==> src/rtl/axi_master_rd.sv <==
// AXI4 read master: issues one INCR burst per rd_start and streams the R beats
// back as registered rd_data/rd_data_valid, ending with a one-cycle rd_done/rd_err.
module axi_master_rd #(
  parameter int         AXI_WIDTH  = 64,
  parameter logic [2:0] AXI_AXSIZE = 3'b011,
  parameter int         ADDR_WIDTH = 30
) (
  input  logic                  clk,
  input  logic                  rst_n,
  input  logic                  rd_start,
  input  logic [ADDR_WIDTH-1:0] rd_addr,
  input  logic [7:0]            rd_len,
  output logic                  rd_ready,
  output logic [AXI_WIDTH-1:0]  rd_data,
  output logic                  rd_data_valid,
  output logic                  rd_done,
  output logic                  rd_err,
  output logic [ADDR_WIDTH-1:0] m_axi_araddr,
  output logic [7:0]            m_axi_arlen,
  output logic [2:0]            m_axi_arsize,
  output logic [1:0]            m_axi_arburst,
  output logic                  m_axi_arvalid,
  input  logic                  m_axi_arready,
  input  logic [AXI_WIDTH-1:0]  m_axi_rdata,
  input  logic [1:0]            m_axi_rresp,
  input  logic                  m_axi_rlast,
  input  logic                  m_axi_rvalid,
  output logic                  m_axi_rready
);

  localparam logic [1:0] S_IDLE = 2'd0;
  localparam logic [1:0] S_AR   = 2'd1;
  localparam logic [1:0] S_R    = 2'd2;
  localparam logic [1:0] S_DONE = 2'd3;

  logic [1:0]            state;
  logic [ADDR_WIDTH-1:0] araddr_q;
  logic [7:0]            arlen_q;
  logic [7:0]            beat_cnt;
  logic                  err_q;
  logic                  mismatch;

  // Handshakes: a transfer happens on a rising clk edge where valid and ready are
  // both high. arvalid/araddr/arlen stay fixed from AR entry until arready; rready
  // is high for the whole R state, so every rvalid cycle in R is an accepted beat.

  // rlast must land exactly on beat arlen; a beat at arlen without rlast also counts.
  assign mismatch = m_axi_rlast ? (beat_cnt != arlen_q) : (beat_cnt == arlen_q);

  always_ff @(posedge clk or negedge rst_n) begin
    if (!rst_n) begin
      state         <= S_IDLE;
      araddr_q      <= '0;
      arlen_q       <= '0;
      beat_cnt      <= '0;
      err_q         <= 1'b0;
      rd_data       <= '0;
      rd_data_valid <= 1'b0;
    end else begin
      rd_data_valid <= 1'b0;
      case (state)
        S_IDLE: begin
          if (rd_start) begin
            araddr_q <= rd_addr;
            arlen_q  <= rd_len;
            err_q    <= 1'b0;
            state    <= S_AR;
          end
        end
        S_AR: begin
          if (m_axi_arready) begin
            beat_cnt <= '0;
            state    <= S_R;
          end
        end
        S_R: begin
          if (m_axi_rvalid) begin
            rd_data       <= m_axi_rdata;
            rd_data_valid <= 1'b1;
            beat_cnt      <= beat_cnt + 8'd1;
            if ((m_axi_rresp != 2'b00) || mismatch) begin
              err_q <= 1'b1;
            end
            if (m_axi_rlast) begin
              state <= S_DONE;
            end
          end
        end
        default: state <= S_IDLE;
      endcase
    end
  end

  assign rd_ready      = (state == S_IDLE);
  assign rd_done       = (state == S_DONE);
  assign rd_err        = (state == S_DONE) && err_q;
  assign m_axi_arvalid = (state == S_AR);
  assign m_axi_rready  = (state == S_R);
  assign m_axi_araddr  = araddr_q;
  assign m_axi_arlen   = arlen_q;
  assign m_axi_arsize  = AXI_AXSIZE;
  assign m_axi_arburst = 2'b01;

endmodule

==> config.mk <==
export PLATFORM = sky130hd
export DESIGN_NAME = axi_master_rd
export DESIGN_NICKNAME = d
export VERILOG_FILES = /design/src/rtl/axi_master_rd.sv
export SDC_FILE = /design/constraint.sdc
export NUM_CORES = 1
export LEC_CHECK = 0
export CAP_MARGIN = 20
export CELL_PAD_IN_SITES_DETAIL_PLACEMENT = 1
export CELL_PAD_IN_SITES_GLOBAL_PLACEMENT = 2
export CORE_MARGIN = 2
export CORE_UTILIZATION = 26
export DETAILED_ROUTE_END_ITERATION = 12
export MAX_ROUTING_LAYER = met4
export PLACE_DENSITY_LB_ADDON = 0.1
export SYNTH_ARGS = -nofsm -noshare
export SYNTH_HDL_FRONTEND = slang
export SYNTH_SLANG_ARGS = --single-unit
==> constraint.sdc <==
create_clock -name clk -period 1.84 [get_ports clk]
set_input_delay 0.276 -clock clk [delete_from_list [all_inputs] [get_ports clk]]
set_output_delay 0.276 -clock clk [all_outputs]
set_load 0.02 [all_outputs]
### After elaboration in Yosys (flattened, before gate mapping)

Index checks and enable logic that the tools add are counted.

| cells by class | value |
|---|---|
| add/subtract/negate cells | 1 |
| equality and inequality tests | 10 |
| mux-type cells | 15 |
| reductions and logical operators | 11 |

Operator list:

| kind | number |
|---|---|
| two-way mux 8 bit | 2 |
| case mux 8 bit (2 select lines) | 1 |
| adder 8 x 1 -> 8 bit, second input constant | 1 |
| equality test 8 bit | 1 |
| two-way mux 2 bit | 4 |
| != test 8 bit | 1 |
| AND reduction 4 bit | 2 |
| two-way mux 1 bit | 6 |
| != test 2 bit, second input constant | 3 |
| case mux 2 bit (3 select lines) | 1 |
| nonzero test 2 bit | 3 |
| equality test 2 bit, second input constant | 2 |
| != test 2 x 1 -> 1 bit, second input constant | 2 |
| AND reduction 2 bit | 2 |
| AND reduction 3 bit | 1 |
| equality test 2 x 1 -> 1 bit, second input constant | 1 |
| logical NOT 2 bit | 1 |
| case mux 1 bit (2 select lines) | 1 |
| logical AND 1 bit | 1 |
| logical OR 1 bit | 1 |

| storage, ports and cells | value |
|---|---|
| register bits after elaboration | 114 |
| input bits | 110 |
| output and inout bits | 113 |
| logic and storage cells | 44 |

### Longest topological paths before layout

| depth | value |
|---|---|
| depth after elaboration | 6 |
| depth in mapped cells | 8 |
| mapped depth without buffers | 6 |

### Least setup slack after synthesis

OpenSTA, ideal clock, no wires.

| timing path | value |
|---|---|
| kind | reg-to-reg |
| from | register state[0] |
| to | register rd_data[0] |
| library setup time | 125 ps |
| arrival | 1,735 ps |
| required time | 1,715 ps |
| slack | -20 ps |
| stages on the path, launching flop included | 7 |
| buffers on the path | 2 |
| period minus slack after synthesis | 1,860 ps |
| cells stage by stage | dfrtp_1 > inv_1 > ha_1 > and2_2 > buf_2 > buf_2 > mux2_2 |

| on the way | value |
|---|---|
| word-level cells in the longest chain between the ends | 2 |

RTL lines:

| item | RTL line | RTL |
|---|---|---|
| from (decl) | 36 | `logic [1:0] state;` |
| from (signal assigned) | 52 | `state <= S_IDLE;` |
| from (signal assigned) | 67 | `state <= S_AR;` |
| from (signal assigned) | 73 | `state <= S_R;` |
| equality test 2 bit | n/a |  |
| named net m_axi_rready | 28 | `output logic m_axi_rready` |
| AND reduction 2 bit (no line) | n/a |  |
| to (signal assigned) | 78 | `rd_data <= m_axi_rdata;` |
| to (decl) | 14 | `output logic [AXI_WIDTH-1:0] rd_data,` |

The timed path passes the listed nets, and every way through them passes these cells.
A chain may end at the register's enable or synchronous reset.

### Final worst setup path

| timing path | value |
|---|---|
| from | register state[0] |
| to | output m_axi_rready |

| on the way | value |
|---|---|
| word-level cells in the longest chain between the ends | 1 |

RTL lines:

| item | RTL line | RTL |
|---|---|---|
| equality test 2 bit | 98 | `assign m_axi_rready = (state == S_R);` |
| to (decl) | 28 |  |

Every way passes these cells.

==> reports/metrics.cfg <==
[yosys]
yosysSeqAreaShare_pct = 62.1
synthCells = 310
netlist_area_um2 = 4590
synth-main-ff-cell = dfrtp_1
synthAdderAreaFrac_pct = 1.36
synth_compound_area_share_pct = 1.99
ys_ff_latch = 114
synth_top_cell_by_area = dfrtp_1
synth_area_per_cell_um2 = 14.8
synth.distinct_cells = 33
yosys_warnings = 0
synth_most_common_cell = dfrtp_1
synth_top_area_share_pct = 62.1
synth_simple_gate_area_share_pct = 4.28
synthMuxAreaShare_pct = 25.2
synth-async-reset-ratio_pct = 100
synthTopCellsByCount = dfrtp_1, mux2_2, buf_2, nand2_1, xor2_1
synth_edf_count = 0
synth_top_family_by_area = multiplexers
synth_xor_area_share_pct = 2.10
ys_top_cells_by_area = dfrtp_1, mux2_2, xor2_1

[clock_network]
cts_buffer_depth = 2
path_clk_slew_ps = 50
root_buffer = clkbuf_16
numCtsBuffers = 17
clock-sinks = 114
clock_latency_ps = 410
htree_num_levels = 4
tritoncts = yes

[setup_path]
crit_path_top_delay_cell = dfrtp_1
worstSetupEndpointType = primary output
r2r_slack_ps = 100
crit_type = reg2out
cp.arrival_ps = 1470
cpPeakStageDelay_ps = 410
r2r_start = state[0]
worstSetupEndpoint = m_axi_rready
worstPathCellList = inv_1 -> ha_2 -> clkdlybuf4s15_1
crit_fanout = 6
r2r-end = rd_data[35]
reg2reg_depth = 5
required_ps = 1560
startpoint = state[0]
startpoint_type = register

[place]
portBuffers = 217
post-dp-hpwl_um = 9860
placed_area_um2 = 7120
place.gp.congestion = 0.784

[drt]
num_vias = 3408
drc = 0
firstDrtPassIters = 3
ant_nets = 0
drt_iter0_drc = 33
viasPerCell = 4.35
totalWireLength_um = 13100
wire_per_inst_um = 16.7

[timing]
finClkSkew_ps = 9.08
max_freq_ghz = 0.573
min_period_ps = 1750
final_max_slew_viol_count = 0
setup_viol = 0
fin_tns_setup_ps = 0
whs_ps = 330
worst_pin_slew_ps = 584
finalHoldViolCount = 0
fin_crit_sh_pct = 94.9
maxSlewHeadroom_pct = 60.7
rsz0062_at_grt = no

[cells_and_area]
nets = 659
n_fill_cell = 1796
area_growth_pct = 68.5
drive_above_1_share_pct = 27.3
fin_area_um2 = 7740

[pwr]
power_mw = 14.4
leakagePower_nw = 3.22
p_per_area_nw_per_um2 = 1870
pwr-share-comb_pct = 46.4
clkPwrFrac_pct = 23.3
pwr-share-seq_pct = 30.3
power_switching_mw = 4.88
netSwitchingFraction_pct = 33.8
p_int_mw = 9.56
peakVddDrop_mv = 0.733

[die]
std_cell_rows = 48
core-area_um2 = 17300
die_area_um2 = 18700
fp.dieW_um = 137
initial_core_util_pct = 26.5
die_y_um = 137
ioPinCount = 223

[status]
status = finished clean

[grt]
grt_pass1_wl_um = 19700
grt_usage_pct = 14.6
grt_max_degree = 42
antenna_found_initial = 1
grt-ovfl-total = 0
grt_pass1_vias = 3683

[worst_hold_path]
hold_class = in2async

[run]
drv_cap = 0

## kinds of logic after synthesis
kind of cell | after synthesis
AND/OR/NAND/NOR | 37
AO/OA/AOI/OAI | 15
flip-flops | 114
adder cells (fa/ha/maj) | 5
other | 2
buffers and inverters | 23
XOR/XNOR | 11
multiplexers | 103
## layout make-up
| type | instances | area, um2 | area share, % |
|---|---|---|---|
| Clock buffer | 23 | 478 | 6.18 |
| Multi-Input combinational cell | 176 | 1630 | 21.1 |
| Inverter | 3 | 11.3 | 0.146 |
| Sequential cell | 114 | 2850 | 36.9 |
| Tap cell | 225 | 282 | 3.64 |
| Antenna cell | 1 | 2.50 | 0.0323 |
| Timing Repair Buffer | 232 | 2350 | 30.4 |
| Clock inverter | 9 | 129 | 1.67 |
## per-layer routing
layer	vias up	wire, um	global-route usage (%)
met5	-	0	-
met4	0	195	5.50
li1	1543	-	-
met3	16	1440	6.93
met2	153	6010	22.2
met1	1696	5440	16.7
## worst max-delay path, delay by kind of cell, from the launching register on
family     cells  cell delay, ps
buf+inv        2             420
fa+ha+maj      1             240
flops          1             410
## per-stage QoR
stage                     util, %  setup slack [ps]  std cells
after CTS                    44.7              11.6        781
after global placement       41.1              18.2        748
after floorplan                 -              33.5        313
final                        44.7              94.1        783
after detailed placement     41.1              4.21        748
after global routing         44.7              17.7        783
## layout by cell type (no fill, tap or decap), types with 2 or more instances in the layout
cell / n
a21oi_1: 3
and2_1: 2
buf_12: 6
buf_4: 9
bufinv_16: 3
clkbuf_1: 3
clkbuf_16: 17
clkbuf_8: 3
clkdlybuf4s15_1: 3
clkdlybuf4s50_1: 211
clkinv_2: 3
clkinvlp_4: 2
conb_1: 5
dfrtp_1: 114
ha_1: 4
inv_1: 3
mux2_2: 102
nand2_1: 8
nand2b_1: 3
nand3_1: 3
nand4_1: 2
nor2_1: 6
nor2b_1: 2
nor4_1: 4
o21ai_0: 7
xnor2_1: 3
xor2_1: 8
## worst min-delay path by stage
stage,slack (ps),depth (start not counted),to,startpoint
floorplan,-20,0,beat_cnt[0],rst_n
global placement,230,1,rd_data[26],rst_n
detailed placement,230,1,rd_data[26],rst_n
CTS,330,2,rd_data[26],rst_n
global route,340,2,rd_data[58],rst_n
finish,330,2,rd_data[26],rst_n
## sequential cells by signal, summed over array words and instances, names as in the netlist
| name | count |
|---|---|
| m_axi_arlen | 8 |
| rd_data_valid | 1 |
| m_axi_araddr | 30 |
| err_q | 1 |
| rd_data | 64 |
| state | 2 |
| beat_cnt | 8 |
## power groups by stage
stage	clock network, mW	logic, mW	registers [mW]
final	3.36	6.71	4.38
after global routing	3.59	7.15	4.57
after CTS	3.48	6.80	4.40
after detailed placement	0	6.81	4.44
after global placement	0	6.74	4.37
after floorplan	0	2.01	5.81
## timing repair
action                     CTS  global route
gates resized for setup      6             4
hold endpoints to repair    18             0
setup endpoints to repair    5             4
pin swaps                    0             0
hold buffers                 1             0
setup buffers                0             1
Power figures use the tool's default switching activity.
